## config.mk

```make
export PLATFORM = sky130hd
export DESIGN_NAME = note_scheduler
export DESIGN_NICKNAME = d
export VERILOG_FILES = /design/src/rtl/note_pkg.sv /design/src/rtl/voice_timer.sv /design/src/rtl/note_scheduler.sv
export SDC_FILE = /design/constraint.sdc
export NUM_CORES = 1
export LEC_CHECK = 0
export CORE_MARGIN = 1
export CORE_UTILIZATION = 45
export DETAILED_ROUTE_END_ITERATION = 10
export MAX_ROUTING_LAYER = met4
export PLACE_DENSITY = 0.65
export SLEW_MARGIN = 20
export SYNTH_ARGS = -nofsm -noshare
export SYNTH_HDL_FRONTEND = slang
export SYNTH_HIERARCHICAL = 1
export SYNTH_SLANG_ARGS = --single-unit
```

## constraint.sdc

```tcl
create_clock -name clk -period 7.15 [get_ports clk]
set_clock_uncertainty 0.15 [all_clocks]
set_input_delay 1.43 -clock clk [delete_from_list [all_inputs] [get_ports clk]]
set_output_delay 1.43 -clock clk [all_outputs]
set_load 0.01 [all_outputs]
```

## src/rtl/note_pkg.sv

```systemverilog
// Shared defaults and the per-voice state record for the note scheduler.
package note_pkg;

    localparam int DEF_NUM_VOICES = 3;
    localparam int DEF_NOTE_W     = 4;
    localparam int DEF_DUR_W      = 8;

    // Age rank is two bits wide, so at most four voices can be ranked distinctly.
    localparam int RANK_W = 2;

    // One voice as seen by the allocator: active flag, note, remaining ticks, age rank.
    typedef struct packed {
        logic                  on;
        logic [DEF_NOTE_W-1:0] note;
        logic [DEF_DUR_W-1:0]  count;
        logic [RANK_W-1:0]     rank;
    } voice_state_t;

endpackage

```

## src/rtl/voice_timer.sv

```systemverilog
// Remaining-tick counter for one voice: loads a duration, counts down on tick
// and drops its active flag on the edge where the count reaches zero.
module voice_timer
    import note_pkg::*;
#(
    parameter int DUR_W = DEF_DUR_W
) (
    input  logic             clk,
    input  logic             rst,
    input  logic             tick,
    input  logic             load,
    input  logic [DUR_W-1:0] load_val,
    output logic             on,
    output logic [DUR_W-1:0] count,
    output logic             ending
);

    logic             on_reg;
    logic [DUR_W-1:0] count_reg;

    // Load wins over the countdown so a reloaded voice keeps its full length.
    always_ff @(posedge clk) begin
        if (rst) begin
            on_reg    <= 1'b0;
            count_reg <= '0;
        end else if (load) begin
            on_reg    <= 1'b1;
            count_reg <= load_val;
        end else if (tick && on_reg) begin
            count_reg <= count_reg - 1'b1;
            if (count_reg == DUR_W'(1)) begin
                on_reg <= 1'b0;
            end
        end
    end

    assign on     = on_reg;
    assign count  = count_reg;
    // High in the cycle whose edge will expire this voice; the allocator
    // treats such a voice as already free.
    assign ending = on_reg && tick && (count_reg == DUR_W'(1));

endmodule

```

## src/rtl/note_scheduler.sv

```systemverilog
// Polyphonic note scheduler: assigns incoming note requests to voice lanes,
// retriggering a matching voice, else using a free one, else stealing the oldest.
module note_scheduler
    import note_pkg::*;
#(
    parameter int NUM_VOICES = DEF_NUM_VOICES,
    parameter int NOTE_W     = DEF_NOTE_W,
    parameter int DUR_W      = DEF_DUR_W
) (
    input  logic                         clk,
    input  logic                         rst,
    input  logic                         tick,
    input  logic                         note_valid,
    output logic                         note_ready,
    input  logic [NOTE_W-1:0]            note_code,
    input  logic [DUR_W-1:0]             note_dur,
    output logic [NUM_VOICES-1:0]        voice_on,
    output logic [NUM_VOICES*NOTE_W-1:0] voice_note,
    output logic [NUM_VOICES-1:0]        voice_start,
    output logic                         steal
);

    logic [NUM_VOICES-1:0] on_w;
    logic [NUM_VOICES-1:0] ending_w;
    logic [DUR_W-1:0]      count_w [NUM_VOICES];

    logic [NOTE_W-1:0]     note_reg  [NUM_VOICES];
    logic [RANK_W-1:0]     rank_reg  [NUM_VOICES];
    logic [RANK_W-1:0]     rank_next [NUM_VOICES];
    logic [NUM_VOICES-1:0] start_reg;
    logic                  steal_reg;

    logic [NUM_VOICES-1:0] tgt;
    logic                  stealing;
    logic                  accept_load;
    logic [NUM_VOICES-1:0] load_vec;
    logic [NUM_VOICES-1:0] survive;

    // Ready simply mirrors reset so it is high in every out-of-reset cycle,
    // including the first one after release.
    assign note_ready  = ~rst;
    assign accept_load = note_valid && note_ready && (note_dur != '0);
    assign load_vec    = accept_load ? tgt : '0;

    generate
        for (genvar gi = 0; gi < NUM_VOICES; gi++) begin : g_voice
            voice_timer #(.DUR_W(DUR_W)) u_timer (
                .clk      (clk),
                .rst      (rst),
                .tick     (tick),
                .load     (load_vec[gi]),
                .load_val (note_dur),
                .on       (on_w[gi]),
                .count    (count_w[gi]),
                .ending   (ending_w[gi])
            );
            // Voices that stay active past this edge and are not being reloaded.
            assign survive[gi] = on_w[gi] && !ending_w[gi] && !load_vec[gi];
            assign voice_note[gi*NOTE_W +: NOTE_W] = note_reg[gi];
        end
    endgenerate

    // Target selection: retrigger match, then lowest free voice, then oldest.
    always_comb begin
        logic              found;
        logic [RANK_W-1:0] best;
        tgt      = '0;
        stealing = 1'b0;
        found    = 1'b0;
        best     = '0;
        for (int i = 0; i < NUM_VOICES; i++) begin
            if (!found && on_w[i] && (note_reg[i] == note_code)) begin
                tgt   = NUM_VOICES'(1) << i;
                found = 1'b1;
            end
        end
        for (int i = 0; i < NUM_VOICES; i++) begin
            if (!found && (!on_w[i] || ending_w[i])) begin
                tgt   = NUM_VOICES'(1) << i;
                found = 1'b1;
            end
        end
        if (!found) begin
            stealing = 1'b1;
            for (int i = 0; i < NUM_VOICES; i++) begin
                if (on_w[i] && (!found || (rank_reg[i] >= best))) begin
                    tgt   = NUM_VOICES'(1) << i;
                    best  = rank_reg[i];
                    found = 1'b1;
                end
            end
        end
    end

    // New rank = number of younger survivors, plus one if a voice is loaded
    // this edge (it becomes the youngest). This both ages the others on a
    // load and closes any gaps left by expiring voices.
    always_comb begin
        int younger;
        younger = 0;
        for (int j = 0; j < NUM_VOICES; j++) begin
            rank_next[j] = '0;
        end
        for (int j = 0; j < NUM_VOICES; j++) begin
            younger = 0;
            for (int k = 0; k < NUM_VOICES; k++) begin
                if (survive[k] && (rank_reg[k] < rank_reg[j])) begin
                    younger = younger + 1;
                end
            end
            if (survive[j]) begin
                rank_next[j] = RANK_W'(younger + (accept_load ? 1 : 0));
            end
        end
    end

    // Note, rank and pulse registers; note is held while a voice is idle.
    always_ff @(posedge clk) begin
        if (rst) begin
            for (int i = 0; i < NUM_VOICES; i++) begin
                note_reg[i] <= '0;
                rank_reg[i] <= '0;
            end
            start_reg <= '0;
            steal_reg <= 1'b0;
        end else begin
            for (int i = 0; i < NUM_VOICES; i++) begin
                if (load_vec[i]) begin
                    note_reg[i] <= note_code;
                end
                rank_reg[i] <= rank_next[i];
            end
            start_reg <= load_vec;
            steal_reg <= accept_load && stealing;
        end
    end

    assign voice_on    = on_w;
    assign voice_start = start_reg;
    assign steal       = steal_reg;

endmodule
```

; ---- Word-level counts from Yosys, hierarchy flattened
; Memories as Yosys holds them, arrays and structs flattened.
; Cells that the tools add are included.
[word_totals]
ff_bits = 31
latchBits = 0
ram_bits = 18
mem_bits_ro = 0
in_bits = 16
out_inout_bits = 20
word_cells = 187
n_memories = 2
[mem_list]
columns = memory, depth, word_bits, read_ports, rd_clocked_by_memory_dff, write_ports, line_no
row1 = note_reg, 3, 4, 3, 0, 3, note_scheduler.sv:27  ; logic [NOTE_W-1:0] note_reg [NUM_VOICES];
row2 = rank_reg, 3, 2, 3, 0, 3, note_scheduler.sv:28  ; logic [RANK_W-1:0] rank_reg [NUM_VOICES];
[op_classes]
addsub = 12
mul = 0
n_div = 0
order_cmp = 12
n_eq_ne = 6
shifts = 0
muxes = 72
bitwise_logic = 7
reduce_logical = 68
[op_table]
columns = operator, n
row1 = 8-bit two-way mux, 6
row2 = 1-bit two-way mux, 37
row3 = 1-bit logical AND, 35
row4 = 2-bit two-way mux, 17
row5 = 3-bit two-way mux, 9
row6 = 8-bit by 1-bit == test with 1-bit output (second input constant), 3
row7 = 8-bit by 1-bit subtractor with 8-bit output (second input constant), 3
row8 = 2-bit < comparator, 9
row9 = 1-bit zero test, 17
row10 = 4-bit == test, 3
row11 = 4-bit two-way mux, 3
row12 = 2-bit nonzero test, 6
row13 = 8-bit nonzero test, 1
row14 = 1-bit by 1-bit adder with 2-bit output (second input constant), 3
row15 = 2-bit adder, 3
row16 = 2-bit adder (second input constant), 3
row17 = 1-bit logical OR, 6
row18 = 1-bit OR, 6
row19 = 2-bit AND reduction, 3
row20 = 2-bit >= comparator, 2
row21 = 2-bit by 1-bit >= comparator with 1-bit output (second input constant), 1
row22 = 1-bit inverter, 1

; ---- Depth between registers and ports, before layout
; Gate-level depths: netlist of run 1.
; An unclocked memory read counts as a cell.
[depth]
ltp_word = 48
mapped_depth = 19
depth_no_buf = 17

; ---- Cells and area by module
; The synthesis of run 1 kept the hierarchy.
[by_module_without_submodules]
columns = mod, n_inst, cells_per_inst, area_each_um2, seq_area_each_um2
row1 = voice_timer, 3, 66, 533.0, 180.2
row2 = note_scheduler, 1, 137, 1430.1, 560.5

; ---- Worst setup path after synthesis of run 1
; OpenSTA, ideal clock, no wires.
[synth_path]
kind = reg-to-reg
from = reg g_voice[0].u_timer.on_reg
to = mem rank_reg[0][0]
t_arrival_ns = 4.102
required_time_ns = 6.930
setup_slack_ns = 2.828
path_stages_with_launch = 16
path_buffers = 0
period_less_slack_ns = 4.322
cell_sequence = dfxtp_1 -> inv_1 -> nor2_1 -> ha_1 -> nand2b_1 -> a211o_1 -> nand2_1 -> mux2_2 -> ha_1 -> a2111o_1 -> a32oi_2 -> o41ai_2 -> a211o_1 -> fa_1 -> or3_1 -> a21oi_1
[synth_rtl]
columns = element, line_no
row1 = "start, declared", voice_timer.sv:18  ; logic on_reg;
row2 = "start signal, assigned", voice_timer.sv:24  ; on_reg <= 1'b0;
row3 = "start signal, assigned", voice_timer.sv:27  ; on_reg <= 1'b1;
row4 = "start signal, assigned", voice_timer.sv:32  ; on_reg <= 1'b0;
row5 = "end, declared", note_scheduler.sv:28

; ---- Final worst setup path of run 1
[layout_path]
from = in tick
to = reg g_voice[1].u_timer.count_reg[5]
[layout_rtl]
columns = element, line_no
row1 = "start, declared", note_scheduler.sv:12  ; input logic tick,
row2 = 1-bit logical AND * (2 in a row), voice_timer.sv:41  ; assign ending = on_reg && tick && (count_reg == DUR_W'(1));
row3 = net ending_w[1], note_scheduler.sv:24  ; logic [NUM_VOICES-1:0] ending_w;
row4 = 1-bit logical OR *, note_scheduler.sv:78  ; if (!found && (!on_w[i] || ending_w[i])) begin
row5 = 1-bit logical AND *, note_scheduler.sv:78
row6 = 1-bit two-way mux, note_scheduler.sv:78
row7 = 1-bit zero test, note_scheduler.sv:78
row8 = 1-bit logical AND, note_scheduler.sv:78
row9 = 1-bit two-way mux, note_scheduler.sv:78
row10 = [... 10 more ...], -
row11 = 2-bit >= comparator or 1-bit zero test (tied branches), note_scheduler.sv:86  ; if (on_w[i] && (!found || (rank_reg[i] >= best))) begin
row12 = 1-bit logical OR, note_scheduler.sv:86
row13 = 1-bit logical AND, note_scheduler.sv:86
row14 = 3-bit two-way mux, note_scheduler.sv:86
row15 = 3-bit two-way mux *, note_scheduler.sv:83  ; if (!found) begin
row16 = 3-bit two-way mux *, note_scheduler.sv:43  ; assign load_vec = accept_load ? tgt : '0;
row17 = net load_vec[1], note_scheduler.sv:36  ; logic [NUM_VOICES-1:0] load_vec;
row18 = 8-bit two-way mux or 2-bit nonzero test (tied branches), -
row19 = "end signal, assigned", voice_timer.sv:28  ; count_reg <= load_val;
row20 = "end signal, assigned", voice_timer.sv:30  ; count_reg <= count_reg - 1'b1;
row21 = "end, declared", voice_timer.sv:19  ; logic [DUR_W-1:0] count_reg;
; The timed path passes the listed nets; every way through them passes the cells marked *. The select of a mux whose other input is x is not followed.
; A chain may end at the register's enable or synchronous reset.

==> results.md, run 1 <==
* Critical path's largest stage delay at 0.92 ns
* Htree depth at 2
* Final worst setup slack at around 1.6 ns
* Post-route ant nets at 0
* Sequential fraction of the synthesis area at 0.363
* Distinct cells, synth at 56
* Layout cells sized above 1 at 0.0759
* Slowest stage cell, crit path: clkdlybuf4s50_1
* CTS tree: yes
* Via count at 2,640
* CP Cell Sequence: clkdlybuf4s50_1 > nand3b_1 > nor4_1 > nor2b_1 > nand3_1 > nor2_1 > a311o_1 > nor2_1 > inv_1 > and4_1 > a2111oi_0
* Largest net degree at the start of global routing at 46
* Worst min-delay path class: register to register
* Cell mode on critical path: nor2_1
* Critical path launch point type: input port
* Row count at 29
* Most common cell after layout, fill and taps aside: dfxtp_1
* Status: complete, but fails checks
* Drt first-iter violations at 167
* WS Path Type: input port to register
* Worst R2R Path Depth at 15
* First-pass GRT wire length at 12.7 mm
* Maximum VDD drop at 0.0000958 V
* I/O pin total at 36
* Die Wd at approximately 84 um
* Worst slew pin tran at 0.804 ns
* Hold path endpoint: g_voice[2].u_timer/count[2]
* Clk Latency, worst-skew pair at around 0.31 ns
* Final setup violation count at 0
* Drt first pass iters at 7
* CTS Buffer Depth at 2
* Die Ht at 84.0 um
* Failing checks: DRC
* IO Port Bufs at 35
* Total number of yosys warnings at 6
* Routed WL per cell at 16.3 um
* Vias in the first global route at 2,578
* Nets@finish at 403
* Diodes inserted at 0
* Hold Vio Cnt, Final at 0
* Hold Crit Start: g_voice[2].u_timer/count[2]
* Post-Syn Area at about 3000 um^2
* Relative slew slack at 0.459
* Seq cells post-synth at 49
* Max Slew Vio Count at 0
* Fraction of the cycle the final worst path needs at 0.772
* CTS clk-pin slew, worst paths at 0.09 ns
* EDFF count, synth at 12
* Die area at 7060 um^2
* Crit path required time at between 7 and 8 ns
* Cts hold-fix bufs at 0
* Async SR Flop Fraction at 0
* Main synth FF type: dfxtp_1
* Syn_area_per_cell at 9.04 um^2
* Post-Route Utilization at 0.549
* Synth area leaders: dfxtp_1 (24%), edfxtp_1 (12%), ha_1 (6.6%)
* Core area at 6420 um^2
* Gr ovfl total at 0
* Crit. End Element: register
* Reg2Reg Capture Point: g_voice[1].u_timer/count[5]
* Drt drc at 6
* Placed insts at 438
* Initial antenna violation count at 0
* RSZ-0062 raised after global routing: no
* WHS Path Cells at 2
* Post CTS Setup Buffer Count at 0
* Fin crit period at 5.52 ns
* Synthesized instance count at about 340
* Post_cts resized at 0
* Synthesized Nets at 370
* Power per cell area at 164 nW/um^2
* Worst-path maximum fanout at 21
* Static leakage at 1.21 nW
* GRT Total Usage at 0.231
* Initial Util at 0.472
* Synth area leader: dfxtp_1
* CTS Buf Count at 5
* Worst R2R Start: g_voice[0].u_timer/on
* Dpl hpwl at 5.38 mm
* Top cell type's share of synthesized area at 0.245
* MaxCap Viol Count at 0
* Clock sinks at slightly below 50
* FMAX at 181 MHz
* Gpl congestion at 0.838
* Critical path arrival at 5.57 ns
* Sum Neg Setup Slack at 0 ns
* Max FFs per register at 24
* Place WS at 1.36 ns
* Root buffer selected by CTS: clkbuf_8
* Area growth syn-to-layout at 16.4%
* Most frequent cells in the layout: dfxtp_1 (37), clkdlybuf4s50_1 (35), inv_1 (29), nor2_1 (27), nand2_1 (21)
* Vias per inst at slightly below 6
* Total wire length at 7.29 mm
* Cell Count, Final, Fillers Out at 446
* Worst R2R Setup Slack at 2.12 ns
[per-layer routing]
| layer | vias to the layer above | share of wire | global-route usage |
|---|---|---|---|
| met5 | - | 0 | - |
| li1 | 1312 | - | - |
| met3 | 10 | 0.037 | 0.0425 |
| met4 | 0 | 0.014 | 0.0596 |
| met1 | 1267 | 0.46 | 0.303 |
| met2 | 51 | 0.48 | 0.367 |
[worst max-delay path: cells and delay by family]
kind,cells,cell delay (ns)
compound gates,2,0.79
buf+inv,2,1.26
simple gates,7,2.08
[cell type report]
| type | instances | area, um^2 |
|---|---|---|
| multi-input combinational | 245 | 1770 |
| tap | 77 | 96.3 |
| inverter | 30 | 113 |
| fill | 600 | 2900 |
| sequential | 49 | 1100 |
| clock buffer | 7 | 76.3 |
| timing repair buffer | 37 | 365 |
| clock inverter | 1 | 7.51 |
[cells by family (layout without fill, tap and decap cells)]
kind of cell | after synthesis | count (layout) | share of synthesized area
simple gates | 131 | 131 | 0.252
compound gates | 79 | 79 | 0.199
flops | 49 | 49 | 0.363
buf+inv | 41 | 75 | 0.0529
fa+ha+maj | 19 | 19 | 0.0859
xor+xnor | 15 | 15 | 0.0434
mux | 1 | 1 | 0.00372
[where the power goes]
group	total (W)	leakage [nW]	switching, W	internal [W]
registers	0.000313	0.422	0.0000150	0.000298
logic	0.000102	0.752	0.0000540	0.0000477
clock network	0.000163	0.0385	0.0000939	0.0000695
[Yosys cell counts (8+ instances only)]
cell / n
nand2b_1: 8
nor2_1: 27
or3_1: 8
ha_1: 16
o21ai_0: 10
dfxtp_1: 37
edfxtp_1: 12
nor4_1: 11
xor2_1: 9
a21oi_1: 14
nand2_1: 21
nand3_1: 8
inv_1: 29
[through the flow]
| stage | hold slack [ns] | total power [W] | instance area [um^2] |
|---|---|---|---|
| after floorplan | 0.320 | 0.000377 | 3030 |
| after global placement | 0.349 | 0.000419 | 3440 |
| after detailed placement | 0.349 | 0.000421 | 3440 |
| after CTS | 0.366 | 0.000581 | 3530 |
| after global routing | 0.393 | 0.000606 | 3530 |
| final | 0.364 | 0.000578 | 3530 |
[worst max path at each step]
stage / to / depth (start not counted) / startpoint
2_1_floorplan: rank_reg[0][0] / 15 / g_voice[0].u_timer/on
3_3_place_gp: g_voice[1].u_timer/count[5] / 11 / tick
3_5_place_dp: g_voice[1].u_timer/count[5] / 11 / tick
4_1_cts: g_voice[1].u_timer/count[5] / 11 / tick
5_1_grt: g_voice[1].u_timer/count[5] / 11 / tick
6_report: g_voice[1].u_timer/count[5] / 11 / tick
No activity file was read; power rests on OpenSTA's default activity.
==> run 2, diff against run 1 <==
- clock period: 7.15 -> 5.8 ns (I/O delays scaled with it)
==> results.md, run 2 (same netlist as run 1, synthesis figures left out) <==
* Most frequent cells in the layout: dfxtp_1 (37), clkdlybuf4s50_1 (35), inv_1 (29), nor2_1 (27), nand2_1 (21)
* GRT Total Usage at 0.226 (-0.00454)
* Gpl congestion at 0.842 (+0.51%)
* Worst hold slack at 0.366 ns (+0.00268 ns)
* Drt drc at 6 (unchanged)
* Cts hold-fix bufs at 0 (unchanged)
* Largest net degree at the start of global routing at 45 (-2.2%)
* Most common cell after layout, fill and taps aside: dfxtp_1
* Die Wd at 84.0 um (unchanged)
* Failing checks: DRC
* Fin crit period at just under 5 ns
* Crit path required time at 5.84 ns (-1.36 ns)
* Core area at 6420 um^2 (unchanged)
* Fraction of the cycle the final worst path needs at 0.830
* Routed WL per cell at 16.3 um (about the same)
* First-pass GRT wire length at 12.4 mm (-2.1%)
* Drt first-iter violations at 154 (-7.8%)
* CTS Buf Count at 5 (unchanged)
* IO Port Bufs at 35 (unchanged)
* Post-route cell area at 3590 um^2 (+1.9%)
* Post_cts resized at 0 (unchanged)
* Drt first pass iters at 8 (+1)
* Clock power frac at 0.336 (+0.053)
* Clock sinks at 49 (unchanged)
* Max FFs per register at 24 (unchanged)
* Clk Latency, worst-skew pair at 0.30 ns (about the same)
* Sum Neg Setup Slack at 0 ns (unchanged)
* Die Ht at 84.0 um (unchanged)
* Sw Pwr at 0.000206 W (+27%)
* FMAX at 208 MHz
* CTS clk-pin slew, worst paths at 0.10 ns (about the same)
* Max Slew Vio Count at 0 (unchanged)
* Die area at 7060 um^2 (unchanged)
* Critical path arrival at 4.86 ns (-0.71 ns)
* Crit. End Element: register
* Worst min-delay path class: register to register
* I/O pin total at 36 (unchanged)
* Setup crit start: tick
* Vias in the first global route at 2,522 (-2.2%)
* CTS Buffer Depth at 2 (unchanged)
* Hold Vio Cnt, Final at 0 (unchanged)
* Worst-path maximum fanout at 11 (-48%)
* Row count at 29 (unchanged)
* Maximum VDD drop at 0.000115 V (+20%)
* Initial Util at 0.472 (unchanged)
* Hold Crit Start: g_voice[2].u_timer/count[2]
* Gr ovfl total at 0 (unchanged)
* RSZ-0062 raised after global routing: no
* Post-route ant nets at 0 (unchanged)
* MaxCap Viol Count at 0 (unchanged)
* Worst R2R Start: g_voice[0].u_timer/on
* Dpl hpwl at 5.38 mm (about the same)
* Power per cell area at 215 nW/um^2 (+31%)
* Diodes inserted at 0 (unchanged)
* CTS tree: yes
* Static leakage at 1.25 nW (+3.3%)
* WS Path Type: input port to register
* Status: complete, but fails checks
* Post CTS Setup Buffer Count at 0 (unchanged)
* Area growth syn-to-layout at 18.6%
* Gate power share at 0.171 (-0.005)
* Worst slew pin tran at 0.590 ns (-0.214 ns)
* Cell internal pwr at 0.000568 W (+37%)
* Critical path launch point type: input port
* Initial antenna violation count at 0 (unchanged)
* Layout cells sized above 1 at 0.0912 (+0.0153)
* Switching fraction of total power at 0.266 (-0.0156)
* Total wire length at 7.35 mm (+0.81%)
* Htree depth at 2 (unchanged)
* Root buffer selected by CTS: clkbuf_8
* Relative slew slack at 0.605 (+0.146)
* Nets@finish at 407 (+0.99%)
* Reg power frac at 0.493 (-0.048)
* Final setup violation count at 0 (unchanged)
* Via count at 2,644 (+0.15%)
* Dpl cell area at 3470 um^2 (+0.87%)
* Vias per inst at 5.88 (-0.74%)
[run 2: changes by cell type in the layout (fill, tap and decap cells not counted), sizes merged]
cell	before	now
buf	2	6
clkbuf	7	6
bufinv	0	1
[run 2: cell type report]
class                           instances  area, um^2
Tap cell                               77        96.3
Inverter                               30         113
Sequential cell                        49        1100
Timing Repair Buffer                   41         395
Fill cell                             594        2830
Clock inverter                          2        37.5
Clock buffer                            6        82.6
Multi-Input combinational cell        245        1770
[run 2: metrics by stage]
stage	total power, W	utilization	instances	setup slack (ns)
after global routing	0.000810	0.560	450	0.636
final	0.000774	0.560	450	0.983
after detailed placement	0.000520	0.541	442	0.716
after CTS	0.000781	0.560	450	1.03
after floorplan	0.000465	-	335	1.48
after global placement	0.000519	0.541	442	0.886
[run 2: critical path, stage by stage]
cell	delay, ns
clkdlybuf4s50_1	0.69
nand3b_1	0.22
nor4_1	0.43
and2b_1	0.31
nand3_1	0.13
nor2_1	0.05
a311o_1	0.46
nor2_1	0.50
inv_1	0.32
and4_1	0.23
a2111oi_0	0.35
[run 2: path summary, 6_finish.rpt]
check	endpoint	slack, ns	cells after the start
worst max-delay path	g_voice[1].u_timer/count[5]	0.98	11
worst min-delay path	g_voice[2].u_timer/count[2]	0.37	2
worst max register to register	g_voice[1].u_timer/count[5]	1.25	15
worst min register to register	g_voice[2].u_timer/count[2]	0.37	2
[run 2: power groups by stage]
| stage | Clock (W) | Combinational [W] | Sequential (W) |
|---|---|---|---|
| after detailed placement | 0 | 0.000131 | 0.000389 |
| after CTS | 0.000268 | 0.000132 | 0.000381 |
| after global placement | 0 | 0.000130 | 0.000389 |
| after floorplan | 0 | 0.0000729 | 0.000392 |
| after global routing | 0.000282 | 0.000145 | 0.000384 |
| final | 0.000260 | 0.000133 | 0.000381 |
[run 2: routing by layer]
metal | vias up | global-route usage | routed length, um
met5 | - | - | 0
met4 | 0 | 0.0705 | 85
met3 | 8 | 0.0376 | 277
met2 | 69 | 0.338 | 3360
met1 | 1254 | 0.314 | 3620
li1 | 1313 | - | -
==> run 3, diff against run 2 <==
- clock period: 5.8 -> 4.8 ns (I/O delays scaled with it)
==> results.md, run 3 (same netlist as run 1, synthesis figures left out) <==
* Static leakage at 1.27 nW (+1.1%)
* Post_cts resized at 0 (unchanged)
* Buffer and inverter count on the worst path at 1 (-1)
* First-pass GRT wire length at 12.3 mm (-0.50%)
* Core area at 6420 um^2 (unchanged)
* Vias in the first global route at 2,563 (+1.6%)
* Cts hold-fix bufs at 0 (unchanged)
* Hold Vio Cnt, Final at 0 (unchanged)
* GRT Total Usage at 0.227 (+0.00101)
* Worst hold slack at 0.363 ns (-0.00337 ns)
* CP Cell Sequence: inv_1 > nor2_1 > ha_1 > nand2b_1 > a211o_1 > nand2_1 > mux2_2 > ha_1 > a2111o_1 > a32oi_2 > o41ai_2 > a211o_1 > fa_1 > or3_1 > a21oi_1
* Area growth syn-to-layout at 19.1%
* Fraction of the cycle the final worst path needs at 0.903
* Status: complete, but fails checks
* Critical path arrival at 4.43 ns (-0.43 ns)
* Slowest stage cell, crit path: a2111o_1
* Layout cells sized above 1 at 0.0957 (+0.00459)
* Relative slew slack at 0.646 (+0.0403)
* Routed WL per cell at 16.5 um (+1.0%)
* Drt first pass iters at 7 (-1)
* WHS Path Cells at 2 (unchanged)
* Clock sinks at 49 (unchanged)
* Post CTS Setup Buffer Count at 0 (unchanged)
* Crit. path cell count at 15 (+4)
* Max FFs per register at 24 (unchanged)
* Crit path required time at 4.89 ns (-0.95 ns)
* Critical path's largest stage delay at 0.42 ns (-0.27 ns)
* CTS clk-pin slew, worst paths at 0.09 ns (about the same)
* Initial Util at 0.472 (unchanged)
* Clk Latency, worst-skew pair at 0.30 ns (about the same)
* Die area at 7060 um^2 (unchanged)
* Power Total at 0.000919 W (+19%)
* Gr ovfl total at 0 (unchanged)
* Die Ht at 84.0 um (unchanged)
* Post-Route Utilization at 0.562 (+0.00214)
* Gpl congestion at 0.919 (+9.1%)
* Failing checks: DRC
* Initial antenna violation count at 0 (unchanged)
* MaxCap Viol Count at 0 (unchanged)
* Via count at 2,671 (+1.0%)
* Drt first-iter violations at 162 (+5.2%)
* CTS tree: yes
* Crit. End Element: register
* Root buffer selected by CTS: clkbuf_8
* Worst min-delay path class: register to register
* Max Slew Vio Count at 0 (unchanged)
* Total wire length at 7.47 mm (+1.7%)
* CTS Buf Count at 5 (unchanged)
* I/O pin total at 36 (unchanged)
* Worst R2R Path Depth at 15 (unchanged)
* Largest net degree at the start of global routing at 45 (unchanged)
* RSZ-0062 raised after global routing: no
* Post-route ant nets at 0 (unchanged)
* Nets@finish at 410 (+0.74%)
* Worst-path maximum fanout at 4 (-7)
* Htree depth at 2 (unchanged)
* Vias per inst at 5.90 (+0.35%)
* Dpl cell area at 3500 um^2 (+0.65%)
* Diodes inserted at 0 (unchanged)
* CTS Buffer Depth at 2 (unchanged)
* Delay-heaviest family, CP: compound AO/OA/AOI/OAI gates
* Critical path launch point type: register
* Worst slew pin tran at 0.526 ns (-0.0641 ns)
* Post-route cell area at 3610 um^2 (+0.38%)
* Fin crit period at about 4.3 ns
* FMAX at 231 MHz
* Row count at 29 (unchanged)
* Maximum VDD drop at 0.000138 V (+21%)
* Most frequent cells in the layout: dfxtp_1 (37), clkdlybuf4s50_1 (35), inv_1 (29), nor2_1 (27), nand2_1 (21)
* Dpl hpwl at 5.60 mm (+4.0%)
* Sum Neg Setup Slack at 0 ns (unchanged)
* Most common cell after layout, fill and taps aside: dfxtp_1
* Final setup violation count at 0 (unchanged)
* Power per cell area at 255 nW/um^2 (+18%)
* Die Wd at 84.0 um (unchanged)
* Drt drc at 6 (unchanged)
* IO Port Bufs at 35 (unchanged)
* WS Path Type: register to register
==> run 3: where the power goes <==
part           internal, W  leakage, nW  total, W  switching, W
clock network     0.000157       0.0554  0.000296      0.000140
registers         0.000444        0.422  0.000462     0.0000179
logic            0.0000745        0.789  0.000161     0.0000869
==> run 3: per-stage QoR <==
step	setup WS (ns)	cells
6_report	0.464	453
3_5_place_dp	0.138	445
4_1_cts	0.488	453
5_1_grt	0.185	453
3_3_place_gp	0.351	445
2_1_floorplan	0.478	335
==> run 3: final timing paths <==
check                                    from  slack (ns)                     endpoint
hold / removal    g_voice[1].u_timer/count[2]        0.36  g_voice[1].u_timer/count[2]
setup reg to reg        g_voice[0].u_timer/on        0.46               rank_reg[0][0]
setup / recovery        g_voice[0].u_timer/on        0.46               rank_reg[0][0]
hold reg to reg   g_voice[1].u_timer/count[2]        0.36  g_voice[1].u_timer/count[2]
==> run 3: worst register-to-register path: stages (launching register included) <==
cell      delay [ns]
dfxtp_1         0.34
inv_1           0.06
nor2_1          0.14
ha_1            0.24
nand2b_1        0.14
a211o_1         0.34
nand2_1         0.18
mux2_2          0.37
ha_1            0.29
a2111o_1        0.42
a32oi_2         0.27
o41ai_2         0.15
a211o_1         0.31
fa_1            0.42
or3_1           0.34
a21oi_1         0.11
==> run 3: area by class of cell <==
type                       instances  area, um^2
multi-input combinational        245        1770
clock buffer                       6        72.6
clock inverter                     2        38.8
inverter                          30         113
timing repair buffer              44         418
fill                             604        2820
tap                               77        96.3
sequential                        49        1100
==> run 3: metal layers <==
layer / GRT usage / wire length [um] / up-vias
met3: 0.0366 / 264 / 16
met2: 0.358 / 3420 / 68
met4: 0.0674 / 136 / 0
met1: 0.301 / 3650 / 1259
met5: - / 0 / -
li1: - / - / 1328
